===== src/rtl/gol_tga_streamer.sv =====
// Game of Life frame renderer: snapshots the grid on a start edge and streams
// an uncompressed 24-bit TGA image (optional header + BGR pixels) over valid/ready.
module gol_tga_streamer #(
    parameter int          GRID_W    = 8,
    parameter int          GRID_H    = 8,
    parameter int          SCALE     = 1,
    parameter logic [23:0] ALIVE_RGB = 24'hFFFFFF,
    parameter logic [23:0] DEAD_RGB  = 24'h000000,
    parameter bit          HEADER_EN = 1'b1
) (
    input  logic                     clk,
    input  logic                     rst_n,
    input  logic                     start,
    input  logic [GRID_W*GRID_H-1:0] grid,
    output logic [7:0]               tdata,
    output logic                     tvalid,
    input  logic                     tready,
    output logic                     tlast,
    output logic                     busy,
    output logic [15:0]              frame_cnt,
    output logic [7:0]               drop_cnt
);
    localparam int N  = GRID_W * GRID_H;
    localparam int W  = GRID_W * SCALE;
    localparam int H  = GRID_H * SCALE;
    localparam int CW = (N > 1) ? $clog2(N) : 1;
    localparam int XW = (GRID_W > 1) ? $clog2(GRID_W) : 1;
    localparam int SW = (SCALE > 1) ? $clog2(SCALE) : 1;
    localparam logic [15:0] W16 = 16'(W);
    localparam logic [15:0] H16 = 16'(H);

    if (W > 65535 || H > 65535 || SCALE < 1 || SCALE > 16) begin : g_bad_size
        $error("gol_tga_streamer: image dimensions or SCALE out of range");
    end

    typedef enum logic [1:0] {IDLE, HEADER, PIXEL} state_t;

    state_t          state, n_state;
    logic            start_q;
    logic [N-1:0]    snap;
    logic [4:0]      hidx, n_hidx;
    logic [1:0]      bsel, n_bsel;
    logic [SW-1:0]   sx, sy, n_sx, n_sy;
    logic [XW-1:0]   cx, n_cx;
    logic [CW-1:0]   cidx, rowbase, n_cidx, n_rowbase;
    logic [7:0]      n_byte;
    logic            n_last;
    logic            start_edge, xfer;

    assign start_edge = start & ~start_q;
    assign xfer       = tvalid & tready;

    function automatic logic [7:0] hdr_byte(input logic [4:0] i);
        case (i)
            5'd2:    return 8'h02;
            5'd12:   return W16[7:0];
            5'd13:   return W16[15:8];
            5'd14:   return H16[7:0];
            5'd15:   return H16[15:8];
            5'd16:   return 8'h18;
            5'd17:   return 8'h20;
            default: return 8'h00;
        endcase
    endfunction

    function automatic logic [7:0] pix_byte(input logic alive, input logic [1:0] b);
        logic [23:0] c;
        c = alive ? ALIVE_RGB : DEAD_RGB;
        case (b)
            2'd0:    return c[7:0];
            2'd1:    return c[15:8];
            default: return c[23:16];
        endcase
    endfunction

    // Position of the byte following the one currently presented on tdata.
    // cidx walks cells; at a row end it either replays the row (sy) or advances.
    always_comb begin
        n_state   = state;
        n_hidx    = hidx;
        n_bsel    = bsel;
        n_sx      = sx;
        n_sy      = sy;
        n_cx      = cx;
        n_cidx    = cidx;
        n_rowbase = rowbase;
        case (state)
            HEADER: begin
                if (hidx == 5'd17) n_state = PIXEL;
                else               n_hidx  = hidx + 5'd1;
            end
            PIXEL: begin
                if (bsel != 2'd2) begin
                    n_bsel = bsel + 2'd1;
                end else begin
                    n_bsel = 2'd0;
                    if (sx != SW'(SCALE-1)) begin
                        n_sx = sx + SW'(1);
                    end else begin
                        n_sx = '0;
                        if (cx != XW'(GRID_W-1)) begin
                            n_cx   = cx + XW'(1);
                            n_cidx = cidx + CW'(1);
                        end else begin
                            n_cx = '0;
                            if (sy != SW'(SCALE-1)) begin
                                n_sy   = sy + SW'(1);
                                n_cidx = rowbase;
                            end else begin
                                n_sy      = '0;
                                n_rowbase = rowbase + CW'(GRID_W);
                                n_cidx    = rowbase + CW'(GRID_W);
                            end
                        end
                    end
                end
            end
            default: ;
        endcase
        n_byte = (n_state == HEADER) ? hdr_byte(n_hidx) : pix_byte(snap[n_cidx], n_bsel);
        n_last = (n_state == PIXEL) && (n_bsel == 2'd2) && (n_cidx == CW'(N-1)) &&
                 (n_sx == SW'(SCALE-1)) && (n_sy == SW'(SCALE-1));
    end

    always_ff @(posedge clk or negedge rst_n) begin
        if (!rst_n) begin
            state     <= IDLE;
            start_q   <= 1'b0;
            snap      <= '0;
            hidx      <= '0;
            bsel      <= '0;
            sx        <= '0;
            sy        <= '0;
            cx        <= '0;
            cidx      <= '0;
            rowbase   <= '0;
            tdata     <= 8'h00;
            tvalid    <= 1'b0;
            tlast     <= 1'b0;
            busy      <= 1'b0;
            frame_cnt <= 16'd0;
            drop_cnt  <= 8'd0;
        end else begin
            start_q <= start;
            if (state == IDLE) begin
                if (start_edge) begin
                    snap    <= grid;
                    busy    <= 1'b1;
                    tvalid  <= 1'b1;
                    tlast   <= 1'b0;
                    hidx    <= '0;
                    bsel    <= '0;
                    sx      <= '0;
                    sy      <= '0;
                    cx      <= '0;
                    cidx    <= '0;
                    rowbase <= '0;
                    // Snapshot is not yet loaded, so a headerless first byte comes from grid.
                    if (HEADER_EN) begin
                        state <= HEADER;
                        tdata <= 8'h00;
                    end else begin
                        state <= PIXEL;
                        tdata <= pix_byte(grid[0], 2'd0);
                    end
                end
            end else begin
                if (start_edge && drop_cnt != 8'hFF) drop_cnt <= drop_cnt + 8'd1;
                if (xfer) begin
                    if (tlast) begin
                        state     <= IDLE;
                        tvalid    <= 1'b0;
                        tlast     <= 1'b0;
                        busy      <= 1'b0;
                        frame_cnt <= frame_cnt + 16'd1;
                    end else begin
                        state   <= n_state;
                        hidx    <= n_hidx;
                        bsel    <= n_bsel;
                        sx      <= n_sx;
                        sy      <= n_sy;
                        cx      <= n_cx;
                        cidx    <= n_cidx;
                        rowbase <= n_rowbase;
                        tdata   <= n_byte;
                        tlast   <= n_last;
                    end
                end
            end
        end
    end
endmodule


===== config.mk =====
export PLATFORM = sky130hd
export DESIGN_NAME = gol_tga_streamer
export DESIGN_NICKNAME = d
export VERILOG_FILES = /design/src/rtl/gol_tga_streamer.sv
export SDC_FILE = /design/constraint.sdc
export NUM_CORES = 1
export LEC_CHECK = 0
export BUFFER_PORTS_ARGS = -buffer_cell sky130_fd_sc_hd__buf_4
export CAP_MARGIN = 10
export CORE_MARGIN = 1.5
export CORE_UTILIZATION = 51
export DETAILED_ROUTE_END_ITERATION = 10
export GPL_TIMING_DRIVEN = 0
export MAX_ROUTING_LAYER = met4
export PLACE_DENSITY_LB_ADDON = 0.3
export SLEW_MARGIN = 15
export SYNTH_ARGS = -nofsm -noshare
export SYNTH_HDL_FRONTEND = slang
export SYNTH_SLANG_ARGS = --single-unit

===== constraint.sdc =====
create_clock -name clk -period 3.2 [get_ports clk]
set_input_delay 0.64 -clock clk [delete_from_list [all_inputs] [get_ports clk]]
set_output_delay 0.64 -clock clk [all_outputs]
set_load 0.01 [all_outputs]

Word level (Yosys, flattened, before mapping)
Index checks and enable logic that the tools add are counted.
{ "word_totals": {"regBits": 125, "latchBits": 0, "mem_bits_rw": 0, "romBits": 0, "out_inout_bits": 35, "word_cells": 145, "mem_count": 0} }
{ "op_classes": {"n_addsub": 9, "n_mul": 0, "div_mod_pow": 0, "order_cmp": 1, "eq_ne": 21, "shift": 0, "muxes": 74, "bitwise": 6, "n_reduce_logical": 19} }
{ "ops": {"columns": ["op", "count"], "rows": [
  ["$mux 6", 16],
  ["$mux 8", 5],
  ["$mux 5", 6],
  ["$mux 2", 12],
  ["$mux 24", 1],
  ["$mux 3", 8],
  ["$pmux 6 s4", 1],
  ["$mux 1", 23],
  ["$add 16x1->16 const B", 1],
  ["$pmux 8 s2", 1],
  ["$eq 5x5->1 const B", 3],
  ["$eq 5x4->1 const B", 2],
  ["$reduce_and 3->1", 3],
  ["$add 8x1->8 const B", 1],
  ["$ne 2x1->1 const B", 4],
  ["$ne 8x8->1 const B", 1],
  ["$lt 6x7->1 const B", 1],
  ["$reduce_and 7->1", 1],
  ["$add 6x1->6 const B", 1],
  ["$add 6x4->6 const B", 1],
  ["$bmux 1 s6", 1],
  ["$eq 2x1->1 const B", 3],
  ["$eq 2x2->1 const B", 3],
  ["$eq 6x6->1 const B", 1],
  ["15 further kinds", 30]
]} }

Longest topological paths before layout
Gate-level depths: netlist (run 1).
{ "depth": {"word_depth": 14, "mapped_depth": 14, "ltp_nobuf": 11} }

Worst setup path after synthesis (run 1)
Ideal clock, no wire load.
{ "synth_timing": {"path_kind": "register -> register", "from": "register cx[0]", "to": "register tdata[1]", "arrival_ps": 3012, "t_required_ps": 3074, "setup_slack_ps": 61, "path_stages_with_launch": 15, "n_path_buf": 3, "synth_period_minus_slack_ps": 3139, "cell_sequence": "dfrtp_1 -> ha_1 -> ha_1 -> nand2b_1 -> clkbuf_1 -> or3_1 -> buf_6 -> nand2_4 -> buf_8 -> mux2_2 -> a21oi_1 -> a211oi_1 -> a2111oi_2 -> a311oi_2 -> a221o_1"} }
{ "synth_between": {"elab_chain_cells": 13} }
{ "synth_lines": {"columns": ["item", "line", "text"], "rows": [
  ["start: declaration", "44", "logic [XW-1:0] cx, n_cx;"],
  ["start signal: assignment", "182", "cx <= n_cx;"],
  ["$ne 3x3->1", "101", "if (cx != XW'(GRID_W-1)) begin"],
  ["$mux 6", "101", null],
  ["$mux 6", "97", "if (sx != SW'(SCALE-1)) begin"],
  ["$mux 6", "93", "if (bsel != 2'd2) begin"],
  ["$mux 6", "87", "case (state)"],
  ["$bmux 1 s6", "120", "n_byte = (n_state == HEADER) ? hdr_byte(n_hidx) : pix_byte(snap[n_cidx], n_bsel);"],
  ["$mux 1 (not written as such)", "120", null],
  ["$mux 24", "68", "c = alive ? ALIVE_RGB : DEAD_RGB;"],
  ["$pmux 8 s2", "69", "case (b)"],
  ["$mux 8", "120", null],
  ["$mux 8", "170", "if (tlast) begin"],
  ["$mux 8", "169", "if (xfer) begin"],
  ["$mux 8", "145", "if (state == IDLE) begin"],
  ["end signal: assignment", "164", "tdata <= pix_byte(grid[0], 2'd0);"],
  ["end signal: assignment", "185", "tdata <= n_byte;"],
  ["end: declaration", "15", "output logic [7:0] tdata,"]
]} }
Every way passes these cells. The select of a mux whose other input is x is not followed.
A chain may end at the register's enable or synchronous reset.

Final worst setup path (run 1)
{ "layout_timing": {"from": "register state[1]", "to": "register tdata[3]"} }
{ "layout_between": {"elab_chain_cells": 10} }
{ "layout_lines": {"columns": ["item", "line", "text"], "rows": [
  ["start: declaration", "38", "state_t state, n_state;"],
  ["start signal: assignment", "177", "state <= n_state;"],
  ["$eq 2x2->1", "87", null],
  ["$mux 6", "87", null],
  ["$bmux 1 s6", "120", null],
  ["$mux 1 (not written as such)", "120", null],
  ["$mux 24", "68", null],
  ["$pmux 8 s2", "69", null],
  ["$mux 8", "120", null],
  ["$mux 8", "170", null],
  ["$mux 8", "169", null],
  ["$mux 8", "145", null]
]} }
Several ways; a longest one is shown, not always the timed one. The select of a mux whose other input is x is not followed.

==> results.md, run 1 <==
* Status: finished with violations
* Violated checks: negative setup slack
* WS Path Type: flip-flop to flip-flop
* Count of different cell masters after synthesis at 68
* Clock power share at 29.0%
* Combinational fraction of design power at 35.3%
* TritonCTS Buffers at 17
* Setup Skew at 0.00797 ns
* Number of synthesized flops with an enable pin at 0
* DRT Wirelength at 16,100 µm
* Placed Area at 0.00713 mm²
* Slew Limit Headroom at 35.4%
* Initial detailed-routing violation count at 547
* Final Hold Fails at 0
* Iteration count of the initial detailed-routing pass at 7
* Final-report setup violation count at 2
* Post-DRT Antenna Nets at 0
* Grt ovf at 0
* Seq cells post-synth at 119
* Peak supply drop at 0.541 mV
* GRT Total Usage at 26.9%
* Vias in the first global route at 5,256
* Clk_lat worst skew at 0.42 ns
* Sw Pwr at 2.42 mW
* Most used DFF post-synth: dfrtp_1
* Synth Cell Area at 0.00615 mm²
* DP Worst Slack at -0.459 ns
* Core area at 0.0116 mm²
* Residual DRC at 0
* Initial Util at 53.0%
* Sequential Power Share at 35.7%
* Layout cell share with drive strength beyond 1 at 35.7%
* Post-route cell area at 0.00810 mm²
* Input/output buffers at 102
* Row Count at 39
* CP peak stage delay at 0.45 ns
* Hold Crit Class: input port to asynchronous set/reset pin
* Req. time, crit path at 3.55 ns
* Ys Warns at 0
* Register area share after synthesis at 48.4%
* Die H at 113 µm
* Max-Cap Viols at 0
* Sw Ratio at 34.7%
* Total internal power at 4.55 mW
* Final RePlAce weighted congestion at 0.924
* Final setup margin at -0.00375 ns
* Final Critical Period at 3.20 ns
* Vias per cell at 6.02
* Clock sinks at 119
* CP Launch Type: flip-flop
* First-pass GRT wire length at 26,000 µm
* Largest net degree at the start of global routing at 69
* Clk buf depth at 2
* Worst Max-Slew Pin Slew at 0.959 ns
* Slew Viols, Final at 0
* Clk slew on worst S/H paths at 0.06 ns
* Root Driver: clkbuf_16
* PD cells at 861 mW/mm²
* Pleak at 3.67 nW
* Post-Syn Instances at 601
* Crit path cell chain: buf_2 > nor2b_2 > clkbuf_4 > a31oi_1 > a2bb2oi_4 > nor2_1 > and4b_1 > a211oi_1 > a2111oi_4 > a311oi_4 > buf_6 > nand3b_1
* Non-filler cells, final at 893
* CTS tree: yes
* Mapped Avg Cell Area at 10.2 µm²
* Fill cell count at 857
* Commonest non-fill, non-tap cells in the layout: buf_4, dfrtp_1, mux2_2
* CTS H-Tree Depth at 4
* # placed instances at 847
* Most common cell after layout, fill and taps aside: buf_4
* Total number of vias at 5,373
* Die X-Extent at 113 µm
* Final Cycle Share at 100%
* Worst Setup End Kind: flip-flop
* FF-to-FF path depth at 12
* Overall Power at 6.97 mW
* Critical Path AT at 3.55 ns
* Avg WL per Cell at 18.1 µm
* Die area at 0.0127 mm²
* Worst Path Max Fanout at 10
* ANT cells at 0
* Async SR Flop Fraction at 100%
* Area growth syn-to-layout at 31.6%
* FMAX at 0.312 GHz
* IO Count at 103
* Final #Nets at 814
* Hold buffers post-CTS at 0
* Post-DP HPWL at 10,900 µm
* Setup TNS at -0.00461 ns
* Antenna violations before repair at 0
* Slowest-stage cell, CP: a211oi_1
* Synthesized net count at 678
* Flop2flop setup slack at -0.004 ns
-- critical path, delay by kind of cell, from the launching register on --
family                 cells  cell delay [ns]
AO/OA/AOI/OAI              5             1.60
AND/OR/NAND/NOR            4             0.63
buffers and inverters      3             0.55
flip-flops                 1             0.36
-- final timing paths --
kind                                           start                        end
setup / recovery                state[1]$_DFFE_PN0P_       tdata[3]$_DFFE_PN0P_
hold / removal                                 rst_n       tdata[1]$_DFFE_PN0P_
setup reg to reg                state[1]$_DFFE_PN0P_       tdata[3]$_DFFE_PN0P_
hold reg to reg            frame_cnt[15]$_DFFE_PN0P_  frame_cnt[15]$_DFFE_PN0P_
max in group asynchronous                      rst_n       snap[27]$_DFFE_PN0P_
min in group clk                               start          start_q$_DFF_PN0_
-- synthesized netlist by cell type (all sizes together) (4+ instances only) --
master | instances | area [µm²]
clkbuf | 20 | 75.1
a221o | 5 | 50.1
nand2b | 4 | 25.0
a21oi | 25 | 129
a21o | 10 | 75.1
inv | 14 | 52.6
xnor2 | 16 | 140
nor2b | 5 | 31.3
nand3 | 18 | 90.1
a31oi | 7 | 43.8
o21ai | 44 | 224
nand2 | 60 | 233
ha | 9 | 113
dfrtp | 119 | 2980
a22o | 4 | 35.0
and3 | 6 | 37.5
nor3 | 16 | 80.1
o22ai | 7 | 43.8
o221ai | 4 | 41.3
a211oi | 4 | 30.0
buf | 13 | 90.1
mux2i | 4 | 40.0
nand4 | 8 | 50.1
nor2 | 55 | 206
mux2 | 61 | 687
xor2 | 10 | 87.6
-- routing by layer --
layer	part of all wire, %	global-route usage (%)	vias up
met5	0	-	-
met4	3.5	13.8	0
met3	6.7	6.64	72
met2	49	42.0	257
met1	41	32.7	2585
li1	-	-	2459
-- area by class of cell --
type	count	area [µm²]	area share [%]
multi-input combinational	435	3160	39.1
sequential	119	2980	36.8
timing repair buffer	120	932	11.5
clock buffer	19	453	5.60
tap	143	179	2.21
clock inverter	13	178	2.19
buffer	30	158	1.95
inverter	14	52.6	0.649
-- power by group through the flow --
stage	clock [mW]	sequential (mW)	combinational, mW
CTS	2.04	2.47	2.26
floorplan	0	2.35	1.53
detailed placement	0	2.48	2.13
global route	2.12	2.56	2.67
global placement	0	2.44	2.04
finish	2.02	2.49	2.46
-- state kept, by name (all words and copies together), names as in the netlist --
signal and flops:
bsel 2, busy 1, cidx 6, cx 3, drop_cnt 8, frame_cnt 16
hidx 5, rowbase 3, snap 64, start_q 1, state 2, sx 1
sy 1, tdata 5, tlast 1
-- stage by stage --
stage	hold slack, ns	utilization [%]
after floorplan	0.344	-
after global routing	0.192	69.7
after global placement	0.457	61.1
after detailed placement	0.464	61.4
after CTS	0.172	68.1
final	0.162	69.7
-- cells by family after synthesis --
logic type / after synthesis / share of synthesized area, %
and+or+nand+nor: 191 / 14.7
adders and majority gates: 9 / 1.83
DFF: 119 / 48.4
buffers and inverters: 47 / 3.54
xor gates and xnor gates: 26 / 3.70
muxes: 65 / 11.8
AOI/OAI and AO/OA: 144 / 16.0
-- what timing repair did --
action	CTS	global route
setup endpoints to repair	12	8
pin swaps	6	8
gates resized for setup	25	40
buffers inserted	7	10
Power figures use the tool's default switching activity.
==> run 2, diff against run 1 <==
--- a/config.mk
+++ b/config.mk
@@ -8,7 +8,8 @@
 export BUFFER_PORTS_ARGS = -buffer_cell sky130_fd_sc_hd__buf_4
 export CAP_MARGIN = 10
 export CORE_MARGIN = 1.5
-export CORE_UTILIZATION = 51
+export CORE_UTILIZATION = 53
+export CTS_BUF_LIST = sky130_fd_sc_hd__clkbuf_4
 export DETAILED_ROUTE_END_ITERATION = 10
 export GPL_TIMING_DRIVEN = 0
 export MAX_ROUTING_LAYER = met4
==> run 2 against run 1 <==
Net effect:
- sequential share of layout area rose by 1.9 points
- final area is 5.0% lower
- combinational power fell by 3%
- fmax grew 1.3%
- critical path type unchanged
- the run now ends clean
- largest power group unchanged
- sequential power hardly changed
- utilization is 2.0 points lower
- wire length shrank 1.9%
- flip-flop and latch count unchanged
- global-route usage rose by 0.76 points
- non-clock buffer count fell by 4
==> results.md, run 2 (same netlist as run 1, synthesis figures left out) <==
* Status: complete, no violations (was finished with violations)
* Clock power share at 18.4% (was 29.0%)
* Worst Setup End Kind: flip-flop (unchanged)
* Root Driver: clkbuf_4 (was clkbuf_16)
* Worst Max-Slew Pin Slew at 0.944 ns (was 0.959 ns)
* CTS H-Tree Depth at 4 (unchanged)
* Input/output buffers at 102 (unchanged)
* Sw Pwr at 2.30 mW (was 2.42 mW)
* Fill cell count at 868 (was 857)
* DRT Wirelength at 15,800 µm (was 16,100 µm)
* Largest net degree at the start of global routing at 120 (was 69)
* Clock sinks at 119 (unchanged)
* Slew Viols, Final at 0 (unchanged)
* Clk slew on worst S/H paths at 0.12 ns (was 0.06 ns)
* Critical Path AT at 3.60 ns (was 3.55 ns)
* Crit path max-delay family: compound AO/OA/AOI/OAI gates (unchanged)
* Final setup margin at 0.0360 ns (was -0.00375 ns)
* Final RePlAce weighted congestion at 0.896 (was 0.924)
* Combinational fraction of design power at 40.1% (was 35.3%)
* Slowest-stage cell, CP: dfrtp_1 (was a211oi_1)
* Largest regs: snap: 64 flops, frame_cnt: 16 flops, drop_cnt: 8 flops (unchanged)
* Slew Limit Headroom at 37.0% (was 35.4%)
* DP Worst Slack at -0.544 ns (was -0.459 ns)
* Commonest non-fill, non-tap cells in the layout: dfrtp_1, buf_4, mux2_2 (was buf_4, dfrtp_1, mux2_2)
* Req. time, crit path at 3.64 ns (was 3.55 ns)
* Sequential Area at 0.00298 mm² (about the same)
* First-pass GRT wire length at 26,300 µm (was 26,000 µm)
* CP peak stage delay at 0.51 ns (was 0.45 ns)
* Post-DP HPWL at 11,100 µm (was 10,900 µm)
* Most common cell after layout, fill and taps aside: dfrtp_1 (was buf_4)
* Residual DRC at 0 (unchanged)
* Largest Register: snap (unchanged)
* Final-report setup violation count at 0 (was 2)
* Placed Area at 0.00710 mm² (was 0.00713 mm²)
* Pleak at 3.49 nW (was 3.67 nW)
* Smallest hold slack at 0.197 ns (was 0.162 ns)
* Initial detailed-routing violation count at 355 (was 547)
* Multi-input gate area at 0.00315 mm² (was 0.00316 mm²)
* Area growth syn-to-layout at 25.1% (was 31.6%)
* CP Launch Type: flip-flop (unchanged)
* Total number of vias at 5,250 (was 5,373)
* Vias in the first global route at 5,328 (was 5,256)
* Final Cycle Share at 98.9% (was 100%)
* GRT Total Usage at 27.7% (was 26.9%)
* Grt ovf at 0 (unchanged)
* WS Path Type: flip-flop to flip-flop (unchanged)
* Worst Path Max Fanout at 10 (unchanged)
* ANT cells at 0 (unchanged)
* Final #Nets at 810 (was 814)
* IO Count at 103 (unchanged)
* Row Count at 39 (unchanged)
* Final Critical Period at 3.16 ns (was 3.20 ns)
* Hold Crit Class: input port to asynchronous set/reset pin (unchanged)
* Clk buf depth at 2 (unchanged)
* Vias per cell at 5.91 (was 6.02)
* Die H at 111 µm (was 113 µm)
* Setup TNS at 0 ns (was -0.00461 ns)
* Sequential Power Share at 41.5% (was 35.7%)
* FMAX at 0.316 GHz (was 0.312 GHz)
* Post-DRT Antenna Nets at 0 (unchanged)
* # placed instances at 846 (was 847)
* Avg WL per Cell at 17.8 µm (was 18.1 µm)
* CTS tree: yes (unchanged)
* Non-filler cells, final at 889 (was 893)
* Die X-Extent at 111 µm (was 113 µm)
* Core area at 0.0114 mm² (was 0.0116 mm²)
* Final Hold Fails at 0 (unchanged)
* Sw Ratio at 38.6% (was 34.7%)
* CP Buf/Inv Count at 2 (was 3)
* Peak supply drop at 0.501 mV (was 0.541 mV)
* Layout cell share with drive strength beyond 1 at 34.9% (was 35.7%)
* Crit path cell chain: ha_1 > nand2b_4 > nor3_4 > a22o_1 > clkbuf_4 > a21o_1 > a221oi_1 > a211oi_2 > a2111oi_4 > a311oi_4 > buf_6 > a221o_1 (was buf_2 > nor2b_2 > clkbuf_4 > a31oi_1 > a2bb2oi_4 > nor2_1 > and4b_1 > a211oi_1 > a2111oi_4 > a311oi_4 > buf_6 > nand3b_1)
* Total internal power at 3.65 mW (was 4.55 mW)
* Overall Power at 5.95 mW (was 6.97 mW)
* Post-route cell area at 0.00769 mm² (was 0.00810 mm²)
* TritonCTS Buffers at 17 (unchanged)
* Hold buffers post-CTS at 0 (unchanged)
* Antenna violations before repair at 0 (unchanged)
* Max reg flops at 64 (unchanged)
* Iteration count of the initial detailed-routing pass at 4 (was 7)
* Setup Skew at 0.0204 ns (was 0.00797 ns)
* PD cells at 773 mW/mm² (was 861 mW/mm²)
* Clk_lat worst skew at 0.55 ns (was 0.42 ns)
* RSZ-0062 raised after global routing: yes
* Die area at 0.0123 mm² (was 0.0127 mm²)
* Max-Cap Viols at 0 (unchanged)
* Initial Util at 54.1% (was 53.0%)
* Utilization of the core after routing at 67.7% (was 69.7%)
[run 2: layer usage]
metal / vias up / share of wire [%] / wire (µm) / global-route usage [%]
met5: - / 0 / 0 / -
met4: 0 / 2.7 / 434 / 12.8
met3: 38 / 4.5 / 704 / 5.14
met2: 182 / 50 / 7960 / 44.5
met1: 2573 / 42 / 6710 / 34.2
li1: 2457 / - / - / -
[run 2: final cells by class]
type                            instances  area share (%)
Inverter                               14           0.683
Sequential cell                       119            38.7
Clock inverter                         14            1.95
Multi-Input combinational cell        435            40.9
Timing Repair Buffer                  115            11.4
Buffer                                 31            2.23
Clock buffer                           18            1.76
Tap cell                              143            2.33
[run 2: what timing repair did]
item / in CTS / in global routing
buffers inserted: 8 / 5
gates resized for setup: 34 / 23
pin swaps: 9 / 10
endpoints found under the setup margin: 12 / 7
[run 2: worst paths after layout]
check / from / to / slack (ns) / depth (start not counted)
max: cidx[0]$_DFFE_PN0P_ / tdata[5]$_DFFE_PN0P_ / 0.04 / 12
min: rst_n / tdata[5]$_DFFE_PN0P_ / 0.20 / 1
max reg2reg: cidx[0]$_DFFE_PN0P_ / tdata[5]$_DFFE_PN0P_ / 0.04 / 12
min reg2reg: frame_cnt[15]$_DFFE_PN0P_ / frame_cnt[15]$_DFFE_PN0P_ / 0.48 / 1
max in group asynchronous: rst_n / frame_cnt[2]$_DFFE_PN0P_ / 2.33 / 1
min in group clk: start / start_q$_DFF_PN0_ / 0.20 / 1
[run 2: power by group through the flow]
| stage | logic [mW] | registers (mW) | clock network [mW] |
|---|---|---|---|
| after floorplan | 1.53 | 2.35 | 0 |
| after global placement | 2.05 | 2.44 | 0 |
| after detailed placement | 2.13 | 2.47 | 0 |
| after CTS | 2.29 | 2.45 | 1.11 |
| after global routing | 2.62 | 2.53 | 1.17 |
| final | 2.39 | 2.47 | 1.09 |
==> run 3, diff against run 2 <==
--- a/config.mk
+++ b/config.mk
@@ -8,7 +8,7 @@
 export BUFFER_PORTS_ARGS = -buffer_cell sky130_fd_sc_hd__buf_4
 export CAP_MARGIN = 10
 export CORE_MARGIN = 1.5
-export CORE_UTILIZATION = 53
+export CORE_UTILIZATION = 35
 export CTS_BUF_LIST = sky130_fd_sc_hd__clkbuf_4
 export DETAILED_ROUTE_END_ITERATION = 10
 export GPL_TIMING_DRIVEN = 0
==> run 3 against run 2 <==
Net effect:
- combinational power grew 5%
- flip-flop and latch count is the same
- via count grew 1.4%
- largest power group is now combinational cells
- highest routed layer unchanged
==> results.md, run 3 (same netlist as run 1, synthesis figures left out) <==
* CP peak stage delay at 0.46 ns (was 0.51 ns)
* IO Count at 103 (unchanged)
* Crit path cell chain: or3b_4 > or3_4 > nand2_4 > buf_8 > buf_6 > a21oi_1 > o22ai_1 > o21ai_1 > a2111o_1 > a311oi_4 > nand3b_1 (was ha_1 > nand2b_4 > nor3_4 > a22o_1 > clkbuf_4 > a21o_1 > a221oi_1 > a211oi_2 > a2111oi_4 > a311oi_4 > buf_6 > a221o_1)
* Die H at 136 µm (was 111 µm)
* CP Buf/Inv Count at 2 (unchanged)
* Fill cell count at 1,667 (was 868)
* CTS tree: yes (unchanged)
* Die X-Extent at 136 µm (was 111 µm)
* Final setup margin at 0.0806 ns (was 0.0360 ns)
* Final Hold Fails at 0 (unchanged)
* CTS H-Tree Depth at 4 (unchanged)
* Crit path max-delay family: compound AO/OA/AOI/OAI gates (unchanged)
* Peak supply drop at 0.385 mV (was 0.501 mV)
* Vias in the first global route at 5,285 (was 5,328)
* Pleak at 3.61 nW (was 3.49 nW)
* DRT Wirelength at 17,100 µm (was 15,800 µm)
* Area growth syn-to-layout at 29.8% (was 25.1%)
* Final RePlAce weighted congestion at 0.944 (was 0.896)
* Input/output buffers at 102 (unchanged)
* Hold Crit Class: input port to flip-flop (was input port to asynchronous set/reset pin)
* Final Critical Period at 3.12 ns (was 3.16 ns)
* Worst Setup End Kind: flip-flop (unchanged)
* Initial detailed-routing violation count at 247 (was 355)
* Residual DRC at 0 (unchanged)
* Clk buf depth at 2 (unchanged)
* Worst Path Max Fanout at 6 (was 10)
* Largest net degree at the start of global routing at 78 (was 120)
* Row Count at 48 (was 39)
* Post-DP HPWL at 12,200 µm (was 11,100 µm)
* Clk slew on worst S/H paths at 0.11 ns (was 0.12 ns)
* CP Launch Type: flip-flop (unchanged)
* Post-DRT Antenna Nets at 0 (unchanged)
* DP Worst Slack at -0.535 ns (was -0.544 ns)
* Smallest hold slack at 0.218 ns (was 0.197 ns)
* Slowest-stage cell, CP: dfrtp_2 (was dfrtp_1)
* Max reg flops at 64 (unchanged)
* PD cells at 753 mW/mm² (was 773 mW/mm²)
* Clock sinks at 119 (unchanged)
* Most common cell after layout, fill and taps aside: buf_4 (was dfrtp_1)
* Total number of vias at 5,325 (was 5,250)
* Critical Path AT at 3.59 ns (was 3.60 ns)
* TritonCTS Buffers at 17 (unchanged)
* Clk_lat worst skew at 0.54 ns (was 0.55 ns)
* WS Path Type: flip-flop to flip-flop (unchanged)
* Core area at 0.0172 mm² (was 0.0114 mm²)
* Initial Util at 35.7% (was 54.1%)
* Utilization of the core after routing at 46.3% (was 67.7%)
* Iteration count of the initial detailed-routing pass at 5 (was 4)
* Setup TNS at 0 ns (unchanged)
* Largest Register: snap (unchanged)
* Status: complete, no violations (unchanged)
* Vias per cell at 5.36 (was 5.91)
* Setup Skew at 0.0216 ns (was 0.0204 ns)
* Antenna violations before repair at 0 (unchanged)
* Req. time, crit path at 3.67 ns (was 3.64 ns)
* Avg WL per Cell at 17.2 µm (was 17.8 µm)
* Layout cell share with drive strength beyond 1 at 36.9% (was 34.9%)
* GRT Total Usage at 19.8% (was 27.7%)
* Die area at 0.0184 mm² (was 0.0123 mm²)
* Slew Viols, Final at 0 (unchanged)
* # placed instances at 929 (was 846)
* Commonest non-fill, non-tap cells in the layout: buf_4, dfrtp_1, mux2_2 (was dfrtp_1, buf_4, mux2_2)
* First-pass GRT wire length at 27,200 µm (was 26,300 µm)
* Final #Nets at 833 (was 810)
* Non-filler cells, final at 994 (was 889)
* ANT cells at 0 (unchanged)
* Worst Max-Slew Pin Slew at 0.761 ns (was 0.944 ns)
* Final-report setup violation count at 0 (unchanged)
* Root Driver: clkbuf_4 (unchanged)
* FMAX at 0.321 GHz (was 0.316 GHz)
* Final Cycle Share at 97.5% (was 98.9%)
* Largest regs: snap: 64 flops, frame_cnt: 16 flops, drop_cnt: 8 flops (unchanged)
* Grt ovf at 0 (unchanged)
* Slew Limit Headroom at 48.9% (was 37.0%)
* Max-Cap Viols at 0 (unchanged)
==> run 3: changes by cell type in the layout (fill, tap and decap cells not counted), moves of 2 or more <==
| cell | previous run | this run |
|---|---|---|
| buf_4 | 117 | 138 |
| inv_6 | 4 | 0 |
| a21oi_1 | 23 | 21 |
| a21oi_2 | 2 | 4 |
| clkbuf_1 | 15 | 13 |
| clkinv_1 | 0 | 2 |
==> run 3: layer usage <==
metal	up-vias	share of wire, %	wire [µm]	track usage, %
met5	-	0	0	-
met4	0	1.6	272	6.27
met3	26	6.1	1050	5.84
met2	174	49	8280	30.7
met1	2627	44	7470	24.8
li1	2498	-	-	-
==> run 3: per-stage QoR <==
step,area [µm²],total power [mW]
global route,7990,6.42
global placement,7200,4.54
detailed placement,7230,4.62
floorplan,6150,3.88
CTS,7740,5.86
finish,7990,6.01
==> run 3: power by group <==
group	leakage [nW]	switching [mW]	total [mW]	internal, mW
Sequential	1.49	0.407	2.43	2.03
Combinational	1.97	1.29	2.52	1.23
Clock	0.139	0.597	1.06	0.461
Total	3.61	2.30	6.01	3.72
==> run 3: worst paths after layout <==
kind                                           start                   endpoint  slack (ns)  depth (start not counted)
hold / removal                                 start          start_q$_DFF_PN0_        0.22                          1
min in group asynchronous                      rst_n        snap[6]$_DFFE_PN0P_        0.59                          2
hold reg to reg            frame_cnt[15]$_DFFE_PN0P_  frame_cnt[15]$_DFFE_PN0P_        0.47                          1
setup reg to reg                 bsel[0]$_DFFE_PN0P_       tdata[3]$_DFFE_PN0P_        0.08                         11
max in group asynchronous                      rst_n       snap[56]$_DFFE_PN0P_        1.89                          3
setup / recovery                 bsel[0]$_DFFE_PN0P_       tdata[3]$_DFFE_PN0P_        0.08                         11
==> run 3: layout make-up <==
cell class | instances | area [µm²] | share of cell area, %
plain buffers | 31 | 176 | 2.21
clock buffers | 18 | 135 | 1.69
clock inverters | 14 | 135 | 1.69
inverters | 14 | 52.6 | 0.658
multi-input cells | 435 | 3160 | 39.5
flip-flops and latches | 119 | 2980 | 37.3
well taps | 225 | 282 | 3.53
repair buffers | 138 | 1070 | 13.4
==> run 3: repair_timing <==
item | CTS | global route
hold endpoints to repair | 36 | 0
setup buffers | 12 | 21
endpoints found under the setup margin | 12 | 11
gates cloned | 0 | 1
gates resized for setup | 36 | 29
pin swaps | 12 | 16
hold buffers | 1 | 0
